[src/rtl/pwm_capture.sv]
// pwm_capture: measures active time and period of an asynchronous PWM input on mclk.
// Optional glitch filter enabled by defining PWM_CAPTURE_GLITCH_FILTER_EN.
module pwm_capture #(
  parameter int CNT_W      = 16,
  parameter int TIMEOUT    = 1000,
  parameter int ACTIVE_LOW = 1,
  parameter int FILT_LEN   = 4
) (
  input  logic             mclk,
  input  logic             rst_n,
  input  logic             pwm_in,
  output logic [CNT_W-1:0] period_o,
  output logic [CNT_W-1:0] high_o,
  output logic             valid_o,
  output logic             stuck_o,
  output logic             stuck_level_o
);

  typedef enum logic [1:0] {
    ST_IDLE  = 2'd0,
    ST_HIGH  = 2'd1,
    ST_LOW   = 2'd2,
    ST_STUCK = 2'd3
  } state_e;

  localparam logic             INACT_RAW = (ACTIVE_LOW != 0) ? 1'b1 : 1'b0;
  localparam logic [CNT_W-1:0] ZERO_C    = {CNT_W{1'b0}};
  localparam logic [CNT_W-1:0] ONE_C     = {{(CNT_W-1){1'b0}}, 1'b1};
  localparam logic [CNT_W-1:0] CNT_MAX_C = {CNT_W{1'b1}};
  localparam logic [CNT_W-1:0] TMO_C     = TIMEOUT[CNT_W-1:0];

  if (TIMEOUT < 2 || longint'(TIMEOUT) > ((longint'(1) << CNT_W) - 64'sd1)) begin : g_chk_timeout
    $error("pwm_capture: TIMEOUT out of range");
  end
  if (FILT_LEN < 2) begin : g_chk_filt
    $error("pwm_capture: FILT_LEN must be at least 2");
  end

  logic             sync1_q, sync2_q, prev_q;
  logic             act_s, act_f_s, start_s, end_s, timeout_s;
  logic [CNT_W-1:0] run_cnt_q, run_cnt_d, high_lat_q, high_lat_d;
  logic [CNT_W-1:0] period_q, period_d, high_q, high_d;
  logic             valid_q, valid_d, stuck_q, stuck_d, stuck_lvl_q, stuck_lvl_d;
  state_e           state_q, state_d;

  assign act_s = (ACTIVE_LOW != 0) ? ~sync2_q : sync2_q;

`ifdef PWM_CAPTURE_GLITCH_FILTER_EN
  localparam int FC_W = (FILT_LEN > 2) ? $clog2(FILT_LEN) : 1;
  localparam logic [FC_W-1:0] FC_LAST_C = FC_W'(FILT_LEN - 1);

  logic            filt_q, filt_d;
  logic [FC_W-1:0] filt_cnt_q, filt_cnt_d;

  // New level must be seen FILT_LEN consecutive cycles before the output follows.
  always_comb begin
    filt_d     = filt_q;
    filt_cnt_d = filt_cnt_q;
    if (act_s != filt_q) begin
      if (filt_cnt_q == FC_LAST_C) begin
        filt_d     = act_s;
        filt_cnt_d = {FC_W{1'b0}};
      end else begin
        filt_cnt_d = filt_cnt_q + {{(FC_W-1){1'b0}}, 1'b1};
      end
    end else begin
      filt_cnt_d = {FC_W{1'b0}};
    end
  end

  always_ff @(posedge mclk or negedge rst_n) begin
    if (!rst_n) begin
      filt_q     <= 1'b0;
      filt_cnt_q <= {FC_W{1'b0}};
    end else begin
      filt_q     <= filt_d;
      filt_cnt_q <= filt_cnt_d;
    end
  end

  assign act_f_s = filt_q;
`else
  assign act_f_s = act_s;
`endif

  assign start_s   = act_f_s & ~prev_q;
  assign end_s     = ~act_f_s & prev_q;
  assign timeout_s = (run_cnt_q == TMO_C);
  assign run_cnt_d = start_s ? ONE_C :
                     ((run_cnt_q == CNT_MAX_C) ? run_cnt_q : run_cnt_q + ONE_C);
  assign high_lat_d = end_s ? run_cnt_q : high_lat_q;

  always_comb begin
    state_d     = state_q;
    period_d    = period_q;
    high_d      = high_q;
    valid_d     = 1'b0;
    stuck_d     = stuck_q;
    stuck_lvl_d = stuck_lvl_q;
    case (state_q)
      ST_IDLE: begin
        if (start_s) begin
          state_d = ST_HIGH;
        end else begin
          state_d = ST_IDLE;
        end
      end
      ST_HIGH, ST_LOW: begin
        if (state_q == ST_LOW && start_s) begin
          state_d  = ST_HIGH;
          period_d = run_cnt_q;
          high_d   = high_lat_q;
          valid_d  = 1'b1;
        end else if (state_q == ST_HIGH && end_s) begin
          state_d = ST_LOW;
        end else if (!start_s && !end_s && timeout_s) begin
          // An edge in the same cycle takes precedence over the timeout.
          state_d     = ST_STUCK;
          stuck_d     = 1'b1;
          stuck_lvl_d = act_f_s;
          period_d    = ZERO_C;
          high_d      = ZERO_C;
          valid_d     = 1'b1;
        end else begin
          state_d = state_q;
        end
      end
      ST_STUCK: begin
        if (start_s) begin
          state_d = ST_HIGH;
          stuck_d = 1'b0;
        end else if (end_s) begin
          state_d = ST_IDLE;
          stuck_d = 1'b0;
        end else begin
          state_d = ST_STUCK;
        end
      end
      default: begin
        state_d = ST_IDLE;
      end
    endcase
  end

  always_ff @(posedge mclk or negedge rst_n) begin
    if (!rst_n) begin
      sync1_q     <= INACT_RAW;
      sync2_q     <= INACT_RAW;
      prev_q      <= 1'b0;
      run_cnt_q   <= ZERO_C;
      high_lat_q  <= ZERO_C;
      state_q     <= ST_IDLE;
      period_q    <= ZERO_C;
      high_q      <= ZERO_C;
      valid_q     <= 1'b0;
      stuck_q     <= 1'b0;
      stuck_lvl_q <= 1'b0;
    end else begin
      sync1_q     <= pwm_in;
      sync2_q     <= sync1_q;
      prev_q      <= act_f_s;
      run_cnt_q   <= run_cnt_d;
      high_lat_q  <= high_lat_d;
      state_q     <= state_d;
      period_q    <= period_d;
      high_q      <= high_d;
      valid_q     <= valid_d;
      stuck_q     <= stuck_d;
      stuck_lvl_q <= stuck_lvl_d;
    end
  end

  assign period_o      = period_q;
  assign high_o        = high_q;
  assign valid_o       = valid_q;
  assign stuck_o       = stuck_q;
  assign stuck_level_o = stuck_lvl_q;

endmodule

[config.mk]
export PLATFORM = sky130hd
export DESIGN_NAME = pwm_capture
export DESIGN_NICKNAME = d
export VERILOG_FILES = /design/src/rtl/pwm_capture.sv
export SDC_FILE = /design/constraint.sdc
export NUM_CORES = 1
export LEC_CHECK = 0
export CORE_ASPECT_RATIO = 1.4
export CORE_MARGIN = 5
export CORE_UTILIZATION = 50
export CTS_CLUSTER_DIAMETER = 120
export DETAILED_ROUTE_END_ITERATION = 10
export HOLD_SLACK_MARGIN = 0.05
export PLACE_DENSITY = 0.73
export SYNTH_ARGS = -nofsm -noshare
export SYNTH_HDL_FRONTEND = slang
export SYNTH_SLANG_ARGS = --single-unit
[constraint.sdc]
create_clock -name mclk -period 4.75 [get_ports mclk]
set_input_delay 0.95 -clock mclk [delete_from_list [all_inputs] [get_ports mclk]]
set_output_delay 0.95 -clock mclk [all_outputs]
set_load 0.01 [all_outputs]
After elaboration in Yosys (flattened, before gate mapping)
Index checks and enable logic that the tools add are counted.
{"block": "word_totals", "inputBits": 3, "output_inout_bits": 35, "wordCells": 66, "regBits": 72}
{"block": "classes", "add_sub_neg": 1, "reduce_logical": 13, "n_bitwise": 6, "n_eq_ne": 12, "n_mux": 23}
{"op": "2-to-1 mux 16 bit", "n": 6}
{"op": "adder 16 x 1 -> 16 bit (second input constant)", "n": 1}
{"op": "equality test 16 x 10 -> 1 bit (second input constant)", "n": 1}
{"op": "equality test 16 bit (second input constant)", "n": 1}
{"op": "2-to-1 mux 1 bit", "n": 10}
{"op": "2-to-1 mux 2 bit", "n": 5}
{"op": "!= test 2 bit (second input constant)", "n": 5}
{"op": "case mux 2 bit (3 select lines)", "n": 1}
{"op": "AND reduction 5 bit", "n": 1}
{"op": "equality test 2 bit (second input constant)", "n": 2}
{"op": "logical AND 1 bit", "n": 4}
{"op": "!= test 4 bit (second input constant)", "n": 1}
{"op": "NOT 1 bit", "n": 4}
{"op": "AND reduction 4 bit", "n": 1}
{"op": "nonzero test 2 bit", "n": 2}
{"op": "!= test 3 bit (second input constant)", "n": 1}
{"op": "AND reduction 3 bit", "n": 1}
{"op": "AND 1 bit", "n": 2}
{"op": "equality test 2 x 1 -> 1 bit (second input constant)", "n": 1}
{"op": "logical NOT 1 bit", "n": 2}
{"op": "logical NOT 2 bit", "n": 1}
{"op": "case mux 1 bit (2 select lines)", "n": 1}
{"op": "OR reduction 2 bit", "n": 1}

Logic depth before layout (Yosys ltp)
Gate-level depths: netlist (run 1).
{"block": "depth", "ltp_word": 9, "depth_mapped": 7, "mapped_depth_nobuf": 6}

Worst setup path before layout (run 1)
OpenSTA, ideal clock, no wires.
{"block": "synth_timing", "path_type": "flip-flop to flip-flop", "startpoint": "register sync2_q", "endpoint": "register stuck_lvl_q, in the netlist stuck_level_o", "setup_ps": 127, "t_required_ps": 4623, "n_path_buf": 0, "t_arrival_ps": 1802, "period_less_slack_ps": 1930, "path_stages_with_launch": 7, "setup_slack_ps": 2820, "path_cell_list": "dfstp_2 inv_1 ha_1 nor3b_1 and4_1 and4_1 mux2_1"}
{"block": "synth_via", "elab_chain_cells": 6, "elab_cells_between_ends": 12, "classes_between": "5 x bitwise; 7 x reduce/logical"}
{"item": "from (decl)", "line_no": "39", "text": "logic sync1_q, sync2_q, prev_q;"}
{"item": "from (signal assigned)", "line_no": "160", "text": "sync2_q <= sync1_q;"}
{"item": "NOT 1 bit *", "line_no": "46", "text": "assign act_s = (ACTIVE_LOW != 0) ? ~sync2_q : sync2_q;"}
{"item": "named net act_f_s", "line_no": "40", "text": "logic act_s, act_f_s, start_s, end_s, timeout_s;"}
{"item": "AND 1 bit", "line_no": "86", "text": "assign start_s = act_f_s & ~prev_q;"}
{"item": "logical NOT 1 bit", "line_no": "116", "text": "end else if (!start_s && !end_s && timeout_s) begin"}
{"item": "logical AND 1 bit (2 in a row)", "line_no": "116"}
{"item": "AND reduction 4 bit (no source line)"}
{"item": "to (signal assigned)", "line_no": "169", "text": "stuck_lvl_q <= stuck_lvl_d;"}
{"item": "to (decl)", "line_no": "43", "text": "logic valid_q, valid_d, stuck_q, stuck_d, stuck_lvl_q, stuck_lvl_d;"}
The timed path passes the listed nets; every way through them passes the cells marked *.
A chain may end at the register's enable or synchronous reset.

Final worst setup path (run 1)
{"block": "layout_timing", "startpoint": "register sync2_q", "endpoint": "register period_q[5], in the netlist period_o[5]"}
{"block": "layout_via", "elab_chain_cells": 7, "elab_cells_between_ends": 13, "classes_between": "1 x eq/ne; 1 x mux; 3 x bitwise; 8 x reduce/logical"}
{"item": "NOT 1 bit *", "line_no": "46"}
{"item": "named net act_f_s", "line_no": "40"}
{"item": "AND 1 bit *", "line_no": "86"}
{"item": "logical NOT 1 bit", "line_no": "116"}
{"item": "logical AND 1 bit (2 in a row)", "line_no": "116"}
{"item": "nonzero test 2 bit (no source line)"}
{"item": "AND reduction 3 bit (no source line)"}
{"item": "to (signal assigned)", "line_no": "165", "text": "period_q <= period_d;"}
{"item": "to (decl)", "line_no": "42", "text": "logic [CNT_W-1:0] period_q, period_d, high_q, high_d;"}
Marks and branches as above.

==> impl_metrics.env, run 1 <==
export IMPL_die_x_um=76.4
export IMPL_vias=2125
export IMPL_groute_layer_met3_usage_pct=2.80
export IMPL_ff2ff_path_depth=6
export IMPL_post_route_period_util_pct=61.9
export IMPL_cts_path_max_buffers=2
export IMPL_grt_pass1_wl_um=10500
export IMPL_cp_max_fo=33
export IMPL_synth_top_cell_area_share_pct=56.7
export IMPL_grt_pass1_vias=2191
export IMPL_cp_slowest_stage_delay_ns=0.75
export IMPL_synthCells=243
export IMPL_clk_pin_slew_ns=0.08
export IMPL_cts_tree="done"
export IMPL_power_leakage_uw=0.00169
export IMPL_peakVddDrop_mv=0.202
export IMPL_final_cells=355
export IMPL_num_antenna_cells=0
export IMPL_setup_ws_ns=1.81
export IMPL_rows=34
export IMPL_finalSetupViolations=0
export IMPL_syn_nets=254
export IMPL_fin_crit_ns=2.94
export IMPL_report_final_slew_viol_count=0
export IMPL_ys_flop_type="dfrtp_1"
export IMPL_area_growth_pct=20.4
export IMPL_drtIter0Drc=134
export IMPL_fin_area_sq_um=3720
export IMPL_io_buffer_count=37
export IMPL_cts_buffers_inserted=9
export IMPL_final_nets=289
export IMPL_slew_headroom_pct=24.6
export IMPL_rsz0062_at_grt="no"
export IMPL_grt_use_total_pct=16.8
export IMPL_start_util_pct=50.4
export IMPL_min_path_type="flip-flop to flip-flop"
export IMPL_arrival_ns=3.22
export IMPL_dieHeight_um=103
export IMPL_nFillCells=514
export IMPL_status="finished, final reports clean"
export IMPL_cts_sinks=72
export IMPL_die_area_sq_um=7880
export IMPL_synth_common_cells="dfrtp_1, a22o_1, mux2_2"
export IMPL_min_from="sync1_q"
export IMPL_synth_top_cell_by_area="dfrtp_1"
export IMPL_io_pins=38
export IMPL_end_kind="flip-flop"
export IMPL_groute_layer_met2_usage_pct=28.8
export IMPL_tightest_slew_ns=1.12
export IMPL_synth_area_sq_um=3090
export IMPL_cp_slowest_cell="a31oi_4"
export IMPL_yosysWarnings=0
export IMPL_post_cts_buffers=0
export IMPL_cts_repair_resized=0
export IMPL_power_density_nw_per_um2=434
export IMPL_finalPower_uw=1610
export IMPL_grt_remaining_overflow=0
export IMPL_wirelength_um=6290
export IMPL_ys_types=45
export IMPL_critPathRequiredTime_ns=5.03
export IMPL_r2r_end="period_o[5]"
export IMPL_cts_root_buffer="clkbuf_8"
export IMPL_synth_area_leaders="dfrtp_1, a22o_1, mux2_2"
export IMPL_placed_area_sq_um=3470
export IMPL_holdPathStages=0
export IMPL_yosysMostFrequentCell="dfrtp_1"
export IMPL_cts_htree_levels=3
export IMPL_clkLatencyLatePin_ns=0.35
export IMPL_path_cells="inv_1, ha_1, and3_1, buf_4, a31oi_4, a22o_1"
export IMPL_crit_path_start_kind="flip-flop"
export IMPL_coreArea_sq_um=6130
export IMPL_drt_pass1_iter_count=6
export IMPL_grt_max_degree=40
export IMPL_r2r_start="sync2_q"
export IMPL_viasPerCell=5.99
export IMPL_hold_buffers=0
export IMPL_finalHoldViolCount=0
export IMPL_gp_congestion=0.832
export IMPL_synthArstFlopShare_pct=100
export IMPL_rrSetupSlack_ns=1.81
export IMPL_antenna_left=0
export IMPL_drive_above_1_share_pct=15.5
export IMPL_dpl_hpwl_um=4190
export IMPL_setup_tns_ns=0
export IMPL_dp_cells=339
export IMPL_grt_antenna_before_repair=0
export IMPL_met1_usage_pct=20.6
export IMPL_synth_seq_cells=72
export IMPL_clock_skew_ns=0.0134
export IMPL_postSynthAreaPerCell_sq_um=12.7
export IMPL_wl_per_cell_um=17.7
export IMPL_synth_edf_count=0
export IMPL_fmaxAchievable_mhz=340
export IMPL_yosysSeqAreaShare_pct=58.4
export IMPL_max_cap_violations=0
export IMPL_hold_path_end="sync2_q"
export IMPL_busiest_layer="met2"
export IMPL_critPathLaunch="sync2_q"
export IMPL_drc_errors=0
export IMPL_worst_setup_path_type="flip-flop to flip-flop"
export IMPL_dpl_worst_slack_ns=1.84
[layer usage]
layer	part of all wire (%)	up-vias	routed length, um
met1	45	1100	2810
met4	2.2	0	136
li1	-	980	-
met3	2.5	12	155
met2	51	33	3190
met5	0	-	0
[where the power goes]
| part | internal (uW) | total (uW) | switching, uW |
|---|---|---|---|
| combinational | 148 | 276 | 128 |
| clock | 363 | 592 | 229 |
| sequential | 681 | 747 | 65.6 |
| total | 1190 | 1610 | 423 |
[worst max path at each step]
stage                     to  slack [ns]  depth (start not counted)
6_report         period_o[5]        1.81                          6
5_1_grt          period_o[8]        1.65                          6
4_1_cts          period_o[5]        1.80                          6
3_5_place_dp     period_o[5]        1.84                          6
3_3_place_gp       high_o[6]        1.92                          6
2_1_floorplan  stuck_level_o        2.82                          6
[flip-flops by register name (all words and copies together) (netlist names)]
signal / flops
sync1_q: 1
state_q: 2
sync2_q: 1
prev_q: 1
period_o: 16
stuck_o: 1
valid_o: 1
stuck_level_o: 1
high_o: 16
run_cnt_q: 16
high_lat_q: 16
[cell type report]
type / instances / area [sq um] / area share, %
flip-flops and latches: 72 / 1800 / 48.5
multi-input cells: 147 / 1170 / 31.3
repair buffers: 39 / 380 / 10.2
clock buffers: 11 / 141 / 3.80
clock inverters: 5 / 105 / 2.82
well taps: 72 / 90.1 / 2.42
inverters: 9 / 33.8 / 0.908
[critical path, delay by kind of cell (launching register included)]
| family | cells | cell delay [ns] |
|---|---|---|
| simple gates | 1 | 0.49 |
| flops | 1 | 0.54 |
| buf+inv | 2 | 0.37 |
| compound gates | 2 | 1.00 |
| fa+ha+maj | 1 | 0.45 |
[cell families after synthesis]
kind of cell               synth area share [%]
xor gates and xnor gates                  0.283
muxes                                      7.61
AOI/OAI and AO/OA                          15.4
and+or+nand+nor                            11.2
DFF                                        58.4
buffers and inverters                      3.89
adders and majority gates                  3.24
[metrics by stage]
| step | util [%] | hold slack [ns] |
|---|---|---|
| 3_3_place_gp | 56.7 | 0.354 |
| 5_1_grt | 60.7 | 0.362 |
| 2_1_floorplan | - | 0.345 |
| 6_report | 60.7 | 0.359 |
| 4_1_cts | 60.7 | 0.360 |
| 3_5_place_dp | 56.7 | 0.349 |
[layout by cell type, fill, tap and decap left out, types with 4 or more instances in the layout]
| cell type | count |
|---|---|
| or4_1 | 4 |
| nor3_1 | 8 |
| clkbuf_8 | 10 |
| inv_1 | 9 |
| a22o_1 | 32 |
| mux2_2 | 19 |
| and3_1 | 4 |
| ha_1 | 8 |
| a21oi_1 | 7 |
| nor2_1 | 8 |
| clkdlybuf4s50_1 | 36 |
| nand3_1 | 4 |
| nand2_1 | 7 |
| o31ai_1 | 5 |
| dfrtp_1 | 70 |
(Power assumes the default switching activity.)
==> inputs of run 2 (changes only) <==
==> constraint.sdc (replaced) <==
create_clock -name mclk -period 2.96 [get_ports mclk]
set_input_delay 0.592 -clock mclk [delete_from_list [all_inputs] [get_ports mclk]]
set_output_delay 0.592 -clock mclk [all_outputs]
set_load 0.01 [all_outputs]
==> run 2 against run 1 <==
- utilization increased by 0.33 points
- sequential share of layout area decreased by 0.26 points
- total power increased by 55%
- combinational power increased by 61%
- maximum frequency increased by 41%
- first-iteration DRC count decreased by 31%
- flip-flop and latch count unchanged
- count of clock-buffer cells in the layout unchanged
- cell area increased by 0.54%
- wire length decreased by 1.1%
- critical endpoint is now stuck_level_o
==> impl_metrics.env, run 2 (synthesis gave the netlist of run 1 again) <==
export IMPL_status="finished, final reports clean"
export IMPL_holdPathStages=0
export IMPL_clkLatencyLatePin_ns=0.35
export IMPL_final_nets=295
export IMPL_worst_setup_path_type="flip-flop to flip-flop"
export IMPL_cp_max_fo=3
export IMPL_arrival_ns=2.32
export IMPL_grt_antenna_before_repair=0
export IMPL_cts_buffers_inserted=9
export IMPL_die_x_um=76.4
export IMPL_cts_repair_resized=0
export IMPL_grt_remaining_overflow=0
export IMPL_end_kind="flip-flop"
export IMPL_grt_use_total_pct=17.0
export IMPL_max_cap_violations=0
export IMPL_whs_ns=0.358
export IMPL_setup_tns_ns=0
export IMPL_fin_area_sq_um=3740
export IMPL_slew_headroom_pct=41.9
export IMPL_antenna_left=0
export IMPL_cts_root_buffer="clkbuf_8"
export IMPL_gp_congestion=0.835
export IMPL_rsz0062_at_grt="no"
export IMPL_rows=34
export IMPL_fmaxAchievable_mhz=479
export IMPL_hold_buffers=0
export IMPL_post_route_period_util_pct=70.5
export IMPL_coreArea_sq_um=6130
export IMPL_wirelength_um=6220
export IMPL_fin_crit_ns=2.09
export IMPL_grt_pass1_vias=2114
export IMPL_io_pins=38
export IMPL_hold_path_end="sync2_q"
export IMPL_drtIter0Drc=92
export IMPL_area_growth_pct=21.1
export IMPL_min_from="sync1_q"
export IMPL_drc_errors=0
export IMPL_power_density_nw_per_um2=669
export IMPL_dieHeight_um=103
export IMPL_drive_above_1_share_pct=17.3
export IMPL_r2r_end="stuck_level_o"
export IMPL_critPathRequiredTime_ns=3.19
export IMPL_grt_max_degree=73
export IMPL_min_path_type="flip-flop to flip-flop"
export IMPL_final_core_util_pct=61.1
export IMPL_dpl_hpwl_um=4070
export IMPL_wl_per_cell_um=17.2
export IMPL_clk_pin_slew_ns=0.07
export IMPL_tightest_slew_ns=0.872
export IMPL_ff2ff_path_depth=6
export IMPL_finalHoldViolCount=0
export IMPL_io_buffer_count=37
export IMPL_final_cell_mix="dfrtp_1, clkdlybuf4s50_1, a22o_1, mux2_2, clkbuf_8"
export IMPL_die_area_sq_um=7880
export IMPL_num_antenna_cells=0
export IMPL_final_common_cell="dfrtp_1"
export IMPL_power_leakage_uw=0.00171
export IMPL_finalPower_uw=2500
export IMPL_clock_skew_ns=0.00932
export IMPL_cts_tree="done"
export IMPL_report_final_slew_viol_count=0
export IMPL_start_util_pct=50.4
export IMPL_placed_area_sq_um=3520
export IMPL_cts_htree_levels=3
export IMPL_viasPerCell=5.75
export IMPL_cts_path_max_buffers=2
export IMPL_crit_path_start_kind="flip-flop"
export IMPL_r2r_start="sync2_q"
export IMPL_peakVddDrop_mv=0.340
export IMPL_vias=2076
export IMPL_rrSetupSlack_ns=0.87
export IMPL_post_cts_buffers=0
export IMPL_cts_sinks=72
export IMPL_drt_pass1_iter_count=4
export IMPL_grt_pass1_wl_um=10500
export IMPL_finalSetupViolations=0
## run 2: changes by cell type in the layout (fill, tap and decap cells not counted), sizes merged
cell	change
buf	+6
bufinv	-1
clkinv	+1
## run 2: worst max path at each step
stage | startpoint | to | slack, ns | cells past startpoint
floorplan | sync2_q | stuck_level_o | 1.03 | 6
global placement | sync2_q | stuck_level_o | 0.98 | 6
detailed placement | sync2_q | stuck_level_o | 0.88 | 6
CTS | sync2_q | stuck_level_o | 0.88 | 6
global route | sync2_q | stuck_level_o | 0.75 | 6
finish | sync2_q | stuck_level_o | 0.87 | 6
## run 2: per-layer routing
metal,GRT usage [%],part of all wire [%],vias up
met2,27.6,49,40
li1,-,-,988
met1,21.4,46,1037
met4,8.88,2.1,0
met3,3.85,2.8,11
met5,0,0,-
## run 2: layout make-up
cell class	count	area [sq um]
repair buffers	45	425
well taps	72	90.1
flip-flops and latches	72	1800
fillers	504	2380
clock buffers	11	141
inverters	9	33.8
multi-input cells	147	1170
clock inverters	5	80.1
## run 2: where the power goes
part | switching (uW) | internal (uW) | leakage [uW] | total (uW)
clock network | 363 | 496 | 0.000106 | 859
logic | 204 | 241 | 0.000625 | 445
registers | 105 | 1090 | 0.000978 | 1200
total | 673 | 1830 | 0.00171 | 2500
## run 2: worst max-delay path, stage by stage, from the launching register on
cell	delay [ns]
dfstp_2	0.54
inv_1	0.06
ha_1	0.30
nor3b_1	0.22
and4_1	0.30
and4_1	0.24
mux2_1	0.32
## run 2: through the flow
| step | instances | setup WS, ns |
|---|---|---|
| global route | 361 | 0.749 |
| CTS | 361 | 0.877 |
| detailed placement | 345 | 0.879 |
| floorplan | 243 | 1.03 |
| finish | 361 | 0.872 |
| global placement | 345 | 0.975 |
==> inputs of run 3 (changes only) <==
==> constraint.sdc (replaced) <==
create_clock -name mclk -period 2 [get_ports mclk]
set_input_delay 0.4 -clock mclk [delete_from_list [all_inputs] [get_ports mclk]]
set_output_delay 0.4 -clock mclk [all_outputs]
set_load 0.01 [all_outputs]
==> run 3 against run 2 <==
- cell area increased by 2.4%
- combinational power increased by 58%
- clock skew decreased by 0.00053 ns
- maximum frequency increased by 8.9%
- via count increased by 4.4%
- count of clock-buffer cells in the layout decreased by 1
- clock power increased by 28%
- first-iteration DRC count decreased by 2.2%
- sequential share of layout area decreased by 1.1 points
==> impl_metrics.env, run 3 (synthesis gave the netlist of run 1 again) <==
export IMPL_status="finished, final reports clean"
export IMPL_grt_remaining_overflow=0
export IMPL_gp_congestion=0.829
export IMPL_rrSetupSlack_ns=0.08
export IMPL_rsz0062_at_grt="no"
export IMPL_report_final_slew_viol_count=0
export IMPL_io_pins=38
export IMPL_fmaxAchievable_mhz=522
export IMPL_tightest_slew_ns=0.499
export IMPL_hold_buffers=0
export IMPL_dieHeight_um=103
export IMPL_vias=2167
export IMPL_groute_layer_met3_usage_pct=4.11
export IMPL_drive_above_1_share_pct=20.9
export IMPL_finalSetupViolations=0
export IMPL_rows=34
export IMPL_cts_buffers_inserted=9
export IMPL_finalPower_uw=3580
export IMPL_viasPerCell=5.89
export IMPL_num_antenna_cells=0
export IMPL_crit_family="simple AND/OR/NAND/NOR gates"
export IMPL_cp_max_fo=3
export IMPL_die_area_sq_um=7880
export IMPL_start_util_pct=50.4
export IMPL_end_kind="flip-flop"
export IMPL_drt_pass1_iter_count=4
export IMPL_dpl_hpwl_um=4150
export IMPL_cts_path_max_buffers=2
export IMPL_fin_crit_ns=1.92
export IMPL_worst_setup_path_type="flip-flop to flip-flop"
export IMPL_final_nets=302
export IMPL_clock_skew_ns=0.00879
export IMPL_cp_slowest_stage_delay_ns=0.55
export IMPL_area_growth_pct=23.9
export IMPL_final_core_util_pct=62.5
export IMPL_busiest_layer="met2"
export IMPL_coreArea_sq_um=6130
export IMPL_wl_per_cell_um=17.1
export IMPL_post_route_period_util_pct=95.9
export IMPL_cts_sinks=72
export IMPL_arrival_ns=2.15
export IMPL_power_density_nw_per_um2=934
export IMPL_cp_slowest_cell="dfstp_2"
export IMPL_final_common_cell="dfrtp_1"
export IMPL_groute_layer_met2_usage_pct=28.5
export IMPL_critPathRequiredTime_ns=2.23
export IMPL_path_cells="inv_2, ha_4, nor3b_2, and4_4, and4_1, mux2_1"
export IMPL_drc_errors=0
export IMPL_final_cell_mix="dfrtp_1, clkdlybuf4s50_1, a22o_1, mux2_2, buf_4"
export IMPL_grt_antenna_before_repair=0
export IMPL_drtIter0Drc=90
export IMPL_cts_tree="done"
export IMPL_io_buffer_count=37
export IMPL_finalHoldViolCount=0
export IMPL_antenna_left=0
export IMPL_slew_headroom_pct=66.5
export IMPL_clkLatencyLatePin_ns=0.34
export IMPL_wirelength_um=6280
export IMPL_crit_path_start_kind="flip-flop"
export IMPL_min_path_type="primary input to asynchronous set/reset pin"
export IMPL_clk_pin_slew_ns=0.08
export IMPL_cts_htree_levels=3
export IMPL_met1_usage_pct=21.1
export IMPL_max_cap_violations=0
export IMPL_cts_root_buffer="clkbuf_8"
export IMPL_die_x_um=76.4
export IMPL_grt_pass1_wl_um=10600
export IMPL_grt_max_degree=73
export IMPL_power_leakage_uw=0.00175
export IMPL_cp_num_buf_inv=1
export IMPL_grt_pass1_vias=2171
export IMPL_grt_use_total_pct=17.0
export IMPL_peakVddDrop_mv=0.525
[run 3: cell types whose count changed in the layout (fill, tap and decap cells not counted), sizes merged]
cell / before / now
clkinv: 1 / 3
clkbuf: 11 / 10
bufinv: 2 / 1
buf: 9 / 16
[run 3: cell type report]
class / count / area [sq um]
Clock inverter: 6 / 60.1
Fill cell: 486 / 2300
Clock buffer: 10 / 128
Tap cell: 72 / 90.1
Multi-Input combinational cell: 147 / 1200
Sequential cell: 72 / 1800
Timing Repair Buffer: 52 / 515
Inverter: 9 / 33.8
[run 3: worst reg2reg max path, stage by stage, from the launching register on]
cell     delay (ns)
dfstp_2        0.55
inv_2          0.06
ha_4           0.26
nor3b_2        0.15
and4_4         0.26
and4_1         0.20
mux2_1         0.33
[run 3: per-stage QoR]
step / cell area, sq um / setup WS, ns / hold slack [ns] / setup TNS (ns) / cells
CTS: 3800 / 0.0192 / 0.0748 / 0 / 368
floorplan: 3090 / 0.0701 / 0.104 / 0 / 243
global route: 3830 / 0.0102 / 0.0808 / 0 / 368
detailed placement: 3600 / -0.0735 / 0.347 / -0.0767 / 351
finish: 3830 / 0.0827 / 0.0661 / 0 / 368
global placement: 3600 / 0.0138 / 0.351 / 0 / 351
[run 3: final timing paths]
kind | from | cells after the start | endpoint
worst max-delay path | sync2_q | 6 | stuck_level_o
worst min-delay path | rst_n | 2 | period_o[10]
worst max register to register | sync2_q | 6 | stuck_level_o
worst min register to register | sync1_q | 0 | sync2_q
max in group asynchronous | rst_n | 2 | sync2_q
min in group mclk | sync1_q | 0 | sync2_q
[run 3: repair_timing]
item                       CTS  global route
setup endpoints to repair   30            35
setup buffers                1             0
hold endpoints to repair     0             0
resized for setup            2             4
pin swaps                    2             0
[run 3: power by group]
group / internal [uW] / switching [uW] / total [uW]
Sequential: 1620 / 161 / 1780
Clock: 569 / 526 / 1100
Combinational: 388 / 314 / 703
Total: 2580 / 1000 / 3580
[run 3: metal layers]
layer	routed length, um	vias to the layer above
met5	0	-
met4	120	0
met3	171	9
met2	3280	34
met1	2710	1124
li1	-	1000
